==> src/rtl/sim_pkg.sv <==
// Shared types and constants for the simulation step scheduler.
package sim_pkg;

    localparam int unsigned FXP_W           = 32;
    localparam int unsigned STEP_W          = 32;
    localparam int unsigned TIMEOUT_DEFAULT = 1024;

    typedef enum logic [2:0] {
        ST_IDLE     = 3'd0,
        ST_LAUNCH   = 3'd1,
        ST_WAIT     = 3'd2,
        ST_EXCHANGE = 3'd3,
        ST_SAMPLE   = 3'd4,
        ST_ERROR    = 3'd5
    } state_e;

endpackage

==> src/rtl/sim_step_scheduler_if.sv <==
// Control, column and sample-handshake bundle of the step scheduler.
interface sim_step_if
    import sim_pkg::*;
#(
    parameter int unsigned N_COLS = 30
) ();

    logic                run;
    logic                single_step;
    logic [STEP_W-1:0]   max_steps;
    logic                clear_err;
    logic [N_COLS-1:0]   col_flag;
    logic                col_start;
    logic                exch_en;
    logic                sample_valid;
    logic                sample_ready;
    logic [STEP_W-1:0]   step_count;
    logic                step_done;
    logic                busy;
    logic                err;

    modport slave (
        input  run, single_step, max_steps, clear_err, col_flag, sample_ready,
        output col_start, exch_en, sample_valid, step_count, step_done, busy, err
    );

    modport master (
        output run, single_step, max_steps, clear_err, col_flag, sample_ready,
        input  col_start, exch_en, sample_valid, step_count, step_done, busy, err
    );

endinterface

==> src/rtl/wdog_counter.sv <==
// Watchdog for the WAIT phase: counts enabled cycles, flags the last allowed one.
module wdog_counter #(
    parameter int unsigned TIMEOUT = 1024
) (
    input  logic clk,
    input  logic reset,
    input  logic clear,
    input  logic enable,
    output logic expired_c
);

    localparam int unsigned CNT_W = $clog2(TIMEOUT + 1);

    logic [CNT_W-1:0] count_q;
    logic [CNT_W-1:0] count_d;

    // Expired on the cycle that would bring the count up to TIMEOUT.
    assign expired_c = enable && (count_q >= CNT_W'(TIMEOUT - 1));

    // Next count: clear wins, then increment while enabled and not yet expired.
    always_comb begin
        count_d = count_q;
        if (clear) begin
            count_d = '0;
        end else if (enable && !expired_c) begin
            count_d = count_q + CNT_W'(1);
        end
    end

    // Counter register with synchronous active-low reset.
    always_ff @(posedge clk) begin
        if (!reset) begin
            count_q <= '0;
        end else begin
            count_q <= count_d;
        end
    end

endmodule

==> src/rtl/sim_step_scheduler.sv <==
// Sequences launch / wait / exchange / sample timesteps across the column array.
module sim_step_scheduler
    import sim_pkg::*;
#(
    parameter int unsigned N_COLS  = 30,
    parameter int unsigned TIMEOUT = TIMEOUT_DEFAULT
) (
    input  logic     clk,
    input  logic     reset,
    sim_step_if.slave sif
);

    state_e              state_q, state_d;
    logic                ss_mode_q, ss_mode_d;
    logic [STEP_W-1:0]   max_q, max_d;
    logic [STEP_W-1:0]   step_count_q, step_count_d;
    logic                first_wait_q, first_wait_d;
    logic                col_start_q, col_start_d;
    logic                exch_en_q, exch_en_d;
    logic                sample_valid_q, sample_valid_d;
    logic                busy_q, busy_d;
    logic                err_q, err_d;

    logic [N_COLS-1:0]   col_flag_c;
    logic                all_done_c;
    logic                wdog_clr_c;
    logic                wdog_en_c;
    logic                wdog_expired_c;
    logic                step_done_c;

    assign col_flag_c  = sif.col_flag;
    assign all_done_c  = &col_flag_c;
    assign wdog_clr_c  = (state_q == ST_LAUNCH);
    assign wdog_en_c   = (state_q == ST_WAIT);
    // Handshake pulse; gated by reset so no accept is reported during a reset cycle.
    assign step_done_c = reset && sample_valid_q && sif.sample_ready;

    wdog_counter #(
        .TIMEOUT (TIMEOUT)
    ) u_wdog (
        .clk       (clk),
        .reset     (reset),
        .clear     (wdog_clr_c),
        .enable    (wdog_en_c),
        .expired_c (wdog_expired_c)
    );

    // Next-state, step bookkeeping and registered-output decode.
    always_comb begin
        state_d      = state_q;
        ss_mode_d    = ss_mode_q;
        max_d        = max_q;
        step_count_d = step_count_q;

        case (state_q)
            ST_IDLE: begin
                if (sif.run || sif.single_step) begin
                    state_d   = ST_LAUNCH;
                    ss_mode_d = sif.single_step && !sif.run;
                    max_d     = sif.max_steps;
                end
            end
            ST_LAUNCH: begin
                state_d = ST_WAIT;
            end
            ST_WAIT: begin
                // Flags are stale on the first WAIT cycle while columns clear them.
                if (!first_wait_q) begin
                    if (all_done_c) begin
                        state_d = ST_EXCHANGE;
                    end else if (wdog_expired_c) begin
                        state_d = ST_ERROR;
                    end
                end
            end
            ST_EXCHANGE: begin
                state_d = ST_SAMPLE;
                if (step_count_q != '1) begin
                    step_count_d = step_count_q + STEP_W'(1);
                end
            end
            ST_SAMPLE: begin
                if (sif.sample_ready) begin
                    if (ss_mode_q || !sif.run ||
                        ((max_q != '0) && (step_count_q == max_q))) begin
                        state_d = ST_IDLE;
                    end else begin
                        state_d = ST_LAUNCH;
                    end
                end
            end
            ST_ERROR: begin
                if (sif.clear_err) begin
                    state_d = ST_IDLE;
                end
            end
            default: begin
                state_d = ST_IDLE;
            end
        endcase

        first_wait_d   = (state_q == ST_LAUNCH);
        col_start_d    = (state_d == ST_LAUNCH);
        exch_en_d      = (state_d == ST_EXCHANGE);
        sample_valid_d = (state_d == ST_SAMPLE);
        err_d          = (state_d == ST_ERROR);
        busy_d         = (state_d != ST_IDLE) && (state_d != ST_ERROR);
    end

    // State and output registers with synchronous active-low reset.
    always_ff @(posedge clk) begin
        if (!reset) begin
            state_q        <= ST_IDLE;
            ss_mode_q      <= 1'b0;
            max_q          <= '0;
            step_count_q   <= '0;
            first_wait_q   <= 1'b0;
            col_start_q    <= 1'b0;
            exch_en_q      <= 1'b0;
            sample_valid_q <= 1'b0;
            busy_q         <= 1'b0;
            err_q          <= 1'b0;
        end else begin
            state_q        <= state_d;
            ss_mode_q      <= ss_mode_d;
            max_q          <= max_d;
            step_count_q   <= step_count_d;
            first_wait_q   <= first_wait_d;
            col_start_q    <= col_start_d;
            exch_en_q      <= exch_en_d;
            sample_valid_q <= sample_valid_d;
            busy_q         <= busy_d;
            err_q          <= err_d;
        end
    end

    assign sif.col_start    = col_start_q;
    assign sif.exch_en      = exch_en_q;
    assign sif.sample_valid = sample_valid_q;
    assign sif.step_count   = step_count_q;
    assign sif.step_done    = step_done_c;
    assign sif.busy         = busy_q;
    assign sif.err          = err_q;

endmodule

==> src/flat_wrapper.sv <==
// flat-port wrapper written by rule: the top's interface ports become plain ports
module sim_step_scheduler_flat import sim_pkg::*;
#(
    parameter int unsigned N_COLS  = 30,
    parameter int unsigned TIMEOUT = TIMEOUT_DEFAULT
)
  (clk, reset, sif_run, sif_single_step, sif_max_steps, sif_clear_err, sif_col_flag, sif_sample_ready, sif_col_start, sif_exch_en, sif_sample_valid, sif_step_count, sif_step_done, sif_busy, sif_err);
  sim_step_if #(.N_COLS(N_COLS)) sif_i ();
  input  logic clk;
  input  logic reset;
  input wire logic [$bits(sif_i.run)-1:0] sif_run;
  input wire logic [$bits(sif_i.single_step)-1:0] sif_single_step;
  input wire logic [$bits(sif_i.max_steps)-1:0] sif_max_steps;
  input wire logic [$bits(sif_i.clear_err)-1:0] sif_clear_err;
  input wire logic [$bits(sif_i.col_flag)-1:0] sif_col_flag;
  input wire logic [$bits(sif_i.sample_ready)-1:0] sif_sample_ready;
  output wire logic [$bits(sif_i.col_start)-1:0] sif_col_start;
  output wire logic [$bits(sif_i.exch_en)-1:0] sif_exch_en;
  output wire logic [$bits(sif_i.sample_valid)-1:0] sif_sample_valid;
  output wire logic [$bits(sif_i.step_count)-1:0] sif_step_count;
  output wire logic [$bits(sif_i.step_done)-1:0] sif_step_done;
  output wire logic [$bits(sif_i.busy)-1:0] sif_busy;
  output wire logic [$bits(sif_i.err)-1:0] sif_err;
  assign sif_i.run = sif_run;
  assign sif_i.single_step = sif_single_step;
  assign sif_i.max_steps = sif_max_steps;
  assign sif_i.clear_err = sif_clear_err;
  assign sif_i.col_flag = sif_col_flag;
  assign sif_i.sample_ready = sif_sample_ready;
  assign sif_col_start = sif_i.col_start;
  assign sif_exch_en = sif_i.exch_en;
  assign sif_sample_valid = sif_i.sample_valid;
  assign sif_step_count = sif_i.step_count;
  assign sif_step_done = sif_i.step_done;
  assign sif_busy = sif_i.busy;
  assign sif_err = sif_i.err;
  sim_step_scheduler #(.N_COLS(N_COLS), .TIMEOUT(TIMEOUT)) u_core (.clk(clk), .reset(reset), .sif(sif_i));
endmodule
==> config.mk <==
export PLATFORM = sky130hd
export DESIGN_NAME = sim_step_scheduler_flat
export DESIGN_NICKNAME = d
export VERILOG_FILES = /design/src/rtl/sim_pkg.sv /design/src/rtl/sim_step_scheduler_if.sv /design/src/rtl/wdog_counter.sv /design/src/rtl/sim_step_scheduler.sv /design/src/flat_wrapper.sv
export SDC_FILE = /design/constraint.sdc
export NUM_CORES = 1
export LEC_CHECK = 0
export BUFFER_PORTS_ARGS = -buffer_cell sky130_fd_sc_hd__buf_2
export CORE_MARGIN = 2
export CORE_UTILIZATION = 57
export DETAILED_ROUTE_END_ITERATION = 16
export GPL_TIMING_DRIVEN = 0
export PLACE_DENSITY = 0.85
export SLEW_MARGIN = 5
export SYNTH_ARGS = -nofsm -noshare
export SYNTH_HDL_FRONTEND = slang
export SYNTH_SLANG_ARGS = --single-unit
==> constraint.sdc <==
create_clock -name clk -period 3 [get_ports clk]
set_input_delay 0.45 -clock clk [delete_from_list [all_inputs] [get_ports clk]]
set_output_delay 0.45 -clock clk [all_outputs]
set_load 0.05 [all_outputs]
==> out/metrics.csv, run 1 <==
stage;metric;value;unit
drt;avgRoutedWirePerCell;14.8;um
floorplanning;rows;31;
sta;setup-violations-final;0;
synth;netlist_top_cells_area;dfxtp_1 (41%), xnor2_1 (8.5%), nand2_1 (8.1%), a21oi_1 (5.1%), xor2_1 (4.9%);
setup_path;cp_data_required_time;3.24;ns
drt;dr.pass1.iters;5;
sta;worstMarginPinSlew;0.618;ns
clock_tree;cts_resized;0;
floorplanning;die_width;89.2;um
floorplanning;die_y;89.2;um
job;drv_cap;0;
synth;synthMostInstantiatedCell;nand2_1;
synth;synth_top_flop_cell;dfxtp_1;
synth;yosysTopAreaCell;dfxtp_1;
setup_path;crit-reg2reg-launch;u_core.sif.step_count[21];
global_routing;antenna_found_initial;0;
drt;drt_iter0_markers;329;
drt;vias;4053;
synth;avgSynthCellArea;8.17;sq um
sta;fmaxAchievable;0.416;GHz
clock_tree;cts_sinks;85;
drt;ant_nets;0;
setup_path;crit_cells;8;
power_and_ir_drop;powerDensity;498;nW/um^2
clock_tree;max-clock-path-buffers;2;
global_routing;grt_pass1_wl;17100;um
global_routing;grtUsageTotal;27.7;%
setup_path;crit_chain;and4_1 > clkbuf_1 > nand2_1 > nor4b_2 > buf_2 > nor3_1 > xnor2_1 > nor2_1;
setup_path;cp-start-kind;register;
synth;synth_nets;576;
clock_tree;cts_setup_buffers;0;
clock_tree;clk_latency;0.37;ns
synth;synth_common_cells;nand2_1 (89), dfxtp_1 (85), nor2_1 (44), a21oi_1 (42), xnor2_1 (40);
sta;rsz0062_at_grt;false;
setup_path;critPathBufInv;2;
worst_hold_path;hold-path-endpoint;u_core.ss_mode_q;
sta;fin_skew;0.00785;ns
placement;gp_congestion;0.925;
setup_path;path_delay_family;simple AND/OR/NAND/NOR gates;
sta;finalCritPeriodShare;80.1;%
finish;drive_gt1_share;21.2;%
synth;synth_enable_flop_cells;0;
run_status;status;finished, final reports clean;
clock_tree;postCtsHoldBufs;0;
finish;fin_nets;691;
sta;relSlewSlack;58.5;%
synth;syn_area;4130;sq um
sta;hold_slack;0.290;ns
power_and_ir_drop;ir_worst_vdd;0.000359;V
synth;synthArstFlopShare;0;%
clock_tree;cts_tree;done;
drt;viasPerCell;5.59;
worst_hold_path;hold_class;in2reg;
drt;drc;0;
sta;finalHoldViolations;0;
finish;areaGrowthSynthToFinish;20.8;%
setup_path;r2r_end;u_core.sif.step_count[17];
global_routing;grt_max_degree;17;
clock_tree;numCtsBuffers;9;
setup_path;worst-r2r-setup-slack;0.60;ns
worst_hold_path;min_delay_path_depth;2;
synth;synthDistinctLibCells;47;
synth;ys_ff_latch;85;
floorplanning;core;7140;sq um
setup_path;arrival;2.64;ns
placement;port-buffer-count;104;
finish;diodes;0;
power_and_ir_drop;power.leakage;2.03;nW
placement;hpwl;8250;um
synth;syn_inst;506;
drt;routed_wl;10700;um
worst_hold_path;min_from;sif_run;
synth;yosys_warnings;0;
setup_path;crit_slowest_cell;dfxtp_1;
clock_tree;root_buffer;clkbuf_8;
synth;seq_area_frac_synth;41.2;%
clock_tree;clkTransAtPathRegs;0.09;ns
setup_path;critPathMaxFanout;10;
setup_path;critical_path_class;reg2reg;
setup_path;cp_slowest_stage_delay;0.52;ns
synth;yosysTopAreaCellShare;41.2;%
global_routing;grt_overflow;0;
floorplanning;initial_core_util;57.9;%
sta;min_period;2.40;ns
setup_path;endpoint_kind;register;
sta;final_max_slew_viol_count;0;
sta;setup-tns-final;0;ns
floorplanning;ios;106;
setup_path;r2r_cells;8;
global_routing;grt_pass1_vias;3614;
clock_tree;htreeDepth;3;
floorplanning;die_area;7950;sq um
[where the power goes]
| part | switching, mW | internal [mW] |
|---|---|---|
| logic | 0.211 | 0.149 |
| clock network | 0.456 | 0.424 |
| registers | 0.0578 | 1.19 |
[worst max-delay path by stage]
stage,start,endpoint,slack [ns]
after CTS,u_core.sif.step_count[21],u_core.sif.step_count[0],0.69
after detailed placement,u_core.sif.step_count[21],u_core.sif.step_count[0],0.71
final,u_core.sif.step_count[21],u_core.sif.step_count[17],0.60
after global placement,u_core.sif.step_count[21],u_core.sif.step_count[6],0.72
after global routing,u_core.sif.step_count[21],u_core.sif.step_count[15],0.46
after floorplan,u_core.sif.step_count[7],u_core.sif.step_count[27],0.57
[metrics by stage]
stage	util (%)	worst slack (ns)	area, sq um	cells	power, mW
3_3_place_gp	66.9	0.724	4780	709	1.61
2_1_floorplan	-	0.567	4130	506	1.51
4_1_cts	69.9	0.687	4990	725	2.49
6_report	69.9	0.596	4990	725	2.49
5_1_grt	69.9	0.461	4990	725	2.59
3_5_place_dp	66.9	0.712	4780	709	1.63
[layout make-up]
cell class                 count  area (sq um)
clock buffer                  10           138
timing repair buffer         104           520
inverter                       9          33.8
buffer                        23          91.3
multi-input combinational    389          2310
fill                         604          2150
sequential                    85          1700
clock inverter                 6          76.3
tap                           99           124
[cell families (layout without fill, tap and decap cells)]
| kind of cell | count (synthesis) | after routing | share of synthesized area, % |
|---|---|---|---|
| buffers and inverters | 32 | 152 | 3.03 |
| xor gates and xnor gates | 63 | 63 | 13.4 |
| and+or+nand+nor | 255 | 255 | 32.1 |
| adders and majority gates | 2 | 2 | 0.605 |
| AOI/OAI and AO/OA | 67 | 67 | 9.29 |
| DFF | 85 | 85 | 41.2 |
| muxes | 2 | 2 | 0.484 |
[routing by layer]
layer | vias to the layer above | GRT usage (%) | wire, um
li1 | 1986 | - | -
met2 | 187 | 43.2 | 5130
met3 | 29 | 6.00 | 778
met5 | - | 0 | 0
met4 | 0 | 11.1 | 246
met1 | 1851 | 37.5 | 4590
[sequential cells by signal (all words and copies together) (netlist names)]
register	flops
u_core.first_wait_q	1
u_core.max_q	32
u_core.sif.busy	1
u_core.sif.col_start	1
u_core.sif.err	1
u_core.sif.exch_en	1
u_core.sif.sample_valid	1
u_core.sif.step_count	32
u_core.ss_mode_q	1
u_core.state_q	3
u_core.u_wdog.count_q	11
[layout by cell type (no fill, tap or decap), drive strengths merged, types with 2 or more instances in the layout]
master / count
o22a: 2
o21ai: 11
nor3b: 3
buf: 108
dfxtp: 85
nand3: 11
nor3: 14
or3: 10
nand2: 89
a211o: 2
and2: 9
clkbuf: 29
and3: 3
nor2b: 2
xor2: 23
nand2b: 5
inv: 13
mux2i: 2
nor4b: 6
nand3b: 2
nand4: 26
and4: 7
o21bai: 3
nor4: 19
ha: 2
a21oi: 42
nor2: 44
xnor2: 40
No activity file was read; power rests on OpenSTA's default activity.
==> run 2: changes to the inputs <==
--- a/config.mk
+++ b/config.mk
@@ -7,10 +7,10 @@
 export LEC_CHECK = 0
 export BUFFER_PORTS_ARGS = -buffer_cell sky130_fd_sc_hd__buf_2
 export CORE_MARGIN = 2
-export CORE_UTILIZATION = 57
+export CORE_UTILIZATION = 53
 export DETAILED_ROUTE_END_ITERATION = 16
 export GPL_TIMING_DRIVEN = 0
-export PLACE_DENSITY = 0.85
+export PLACE_DENSITY = 0.8
 export SLEW_MARGIN = 5
 export SYNTH_ARGS = -nofsm -noshare
 export SYNTH_HDL_FRONTEND = slang
==> constraint.sdc (replaced) <==
create_clock -name clk -period 2.5 [get_ports clk]
set_input_delay 0.375 -clock clk [delete_from_list [all_inputs] [get_ports clk]]
set_output_delay 0.375 -clock clk [all_outputs]
set_load 0.05 [all_outputs]
==> run 2 against run 1 <==
Net effect:
- final area fell by 0.70%
- clock skew fell by 0.00089 ns
- non-clock buffer count did not move
- fmax rose by 4.3%
- worst hold slack got worse by 0.048 ns
- flip-flop and latch count did not move
- final cell count rose by 0.28%
- count of clock-buffer cells in the layout rose by 1
- sequential share of layout area rose by 0.24 points
- via count fell by 0.89%
- first-iteration DRC count rose by 1.8%
- routed wire length rose by 1.5%
- critical path type unchanged
==> out/metrics.csv, run 2 (synthesized netlist as in run 1, its figures left out) <==
stage;metric;value;unit;change
sta;finalHoldViolations;0;;unchanged
sta;setup-violations-final;0;;unchanged
drt;vias;4017;;-0.89%
sta;min_period;2.30;ns;-0.0998 ns
power_and_ir_drop;ir_worst_vdd;0.000305;V;-15%
floorplanning;die_y;92.3;um;+3.5%
clock_tree;max-clock-path-buffers;2;;unchanged
finish;areaGrowthSynthToFinish;19.9;%;
floorplanning;rows;32;;+3.2%
sta;fmaxAchievable;0.434;GHz;+4.3%
drt;ant_nets;0;;unchanged
placement;port-buffer-count;104;;unchanged
finish;layout_common_cells;buf_2 (108), nand2_1 (89), dfxtp_1 (85), nor2_1 (44), a21oi_1 (42);;
global_routing;grt_max_degree;14;;-3
sta;final_max_slew_viol_count;0;;unchanged
floorplanning;die_width;92.3;um;+3.5%
clock_tree;cts_resized;0;;unchanged
drt;drc;0;;unchanged
placement;place_ws;0.171;ns;-0.541 ns
setup_path;cp-start-kind;register;;
sta;finalCritPeriodShare;92.2;%;+12 points
floorplanning;initial_core_util;54.0;%;-3.9 points
job;drv_cap;0;;unchanged
clock_tree;cts_setup_buffers;0;;unchanged
setup_path;cp_data_required_time;2.75;ns;-0.49 ns
global_routing;antenna_found_initial;0;;unchanged
finish;drive_gt1_share;21.0;%;-0.29 points
finish;fin_cells;727;;+0.28%
global_routing;grt_pass1_wl;18200;um;+6.6%
placement;hpwl;8300;um;+0.57%
sta;rsz0062_at_grt;false;;
clock_tree;numCtsBuffers;9;;unchanged
power_and_ir_drop;power.leakage;2.02;nW;-0.42%
sta;fin_skew;0.00696;ns;-0.000894 ns
drt;dr.pass1.iters;5;;unchanged
setup_path;arrival;2.55;ns;-0.09 ns
worst_hold_path;hold_class;in2reg;;
floorplanning;die_area;8520;sq um;+7.2%
finish;layout_commonest_cell;buf_2;;
placement;dp_cells;712;;+0.42%
clock_tree;cts_tree;done;;
setup_path;r2r_cells;7;;-1
global_routing;grt_pass1_vias;3802;;+5.2%
clock_tree;root_buffer;clkbuf_8;;
drt;avgRoutedWirePerCell;15.0;um;+1.2%
setup_path;critical_path_class;reg2reg;;
sta;setup-tns-final;0;ns;unchanged
worst_hold_path;min_delay_path_depth;2;;unchanged
setup_path;critPathMaxFanout;10;;unchanged
setup_path;worst-r2r-setup-slack;0.20;ns;-0.40 ns
finish;diodes;0;;unchanged
sta;worstMarginPinSlew;0.748;ns;+0.130 ns
drt;routed_wl;10900;um;+1.5%
sta;worst_slack;0.196;ns;-0.400 ns
sta;relSlewSlack;49.7;%;-8.7 points
floorplanning;ios;106;;unchanged
run_status;status;finished, final reports clean;;
clock_tree;htreeDepth;3;;unchanged
setup_path;endpoint_kind;register;;
global_routing;grt_overflow;0;;unchanged
power_and_ir_drop;powerDensity;564;nW/um^2;+13%
power_and_ir_drop;p_total;2.79;mW;+12%
finish;fin_nets;691;;unchanged
global_routing;grtUsageTotal;26.8;%;-0.87 points
clock_tree;clk_latency;0.35;ns;-0.02 ns
drt;drt_iter0_markers;335;;+1.8%
clock_tree;postCtsHoldBufs;0;;unchanged
clock_tree;cts_sinks;85;;unchanged
placement;gp_congestion;0.918;;-0.80%
clock_tree;clkTransAtPathRegs;0.08;ns;about the same
floorplanning;core;7650;sq um;+7.2%
drt;viasPerCell;5.53;;-1.2%
## run 2: cell types whose count changed in the layout (fill, tap and decap cells not counted), sizes merged
cell	previous run	this run
clkinv	1	2
clkinvlp	0	2
bufinv	1	0
inv	13	9
clkbuf	29	30
## run 2: final cells by class
cell class,instances,area (sq um)
Timing Repair Buffer,104,520
Buffer,23,91.3
Clock inverter,4,25.0
Clock buffer,11,141
Inverter,9,33.8
Tap cell,102,128
Multi-Input combinational cell,389,2310
Fill cell,687,2690
Sequential cell,85,1700
## run 2: final timing paths
| kind | start | to |
|---|---|---|
| hold / removal | sif_run | u_core.ss_mode_q |
| setup / recovery | u_core.sif.step_count[4] | u_core.sif.step_count[31] |
| setup reg to reg | u_core.sif.step_count[4] | u_core.sif.step_count[31] |
| hold reg to reg | u_core.max_q[19] | u_core.max_q[19] |
## run 2: per-layer routing
metal / track usage [%] / vias to the layer above / wire [um]
met4: 10.7 / 0 / 187
met1: 36.1 / 1848 / 4810
met3: 3.99 / 16 / 687
met2: 43.5 / 174 / 5220
li1: - / 1979 / -
met5: 0 / - / 0
## run 2: worst max-delay path, stage by stage (launching register included)
cell and delay (ns):
dfxtp_1 0.52, nand4_1 0.16, or3_1 0.38, buf_2 0.19
a2111oi_2 0.45, nand4_1 0.18, xnor2_1 0.16, and2_1 0.16
## run 2: per-stage QoR
stage / instance area, sq um / util (%) / hold WS [ns]
final: 4960 / 64.8 / 0.242
after global routing: 4960 / 64.8 / 0.236
after CTS: 4950 / 64.7 / 0.231
after detailed placement: 4780 / 62.5 / 0.476
after global placement: 4780 / 62.5 / 0.460
after floorplan: 4130 / - / 0.442
## run 2: where the power goes
part / total (mW) / internal [mW] / switching (mW)
registers: 1.50 / 1.43 / 0.0700
clock network: 0.861 / 0.380 / 0.482
logic: 0.437 / 0.180 / 0.257
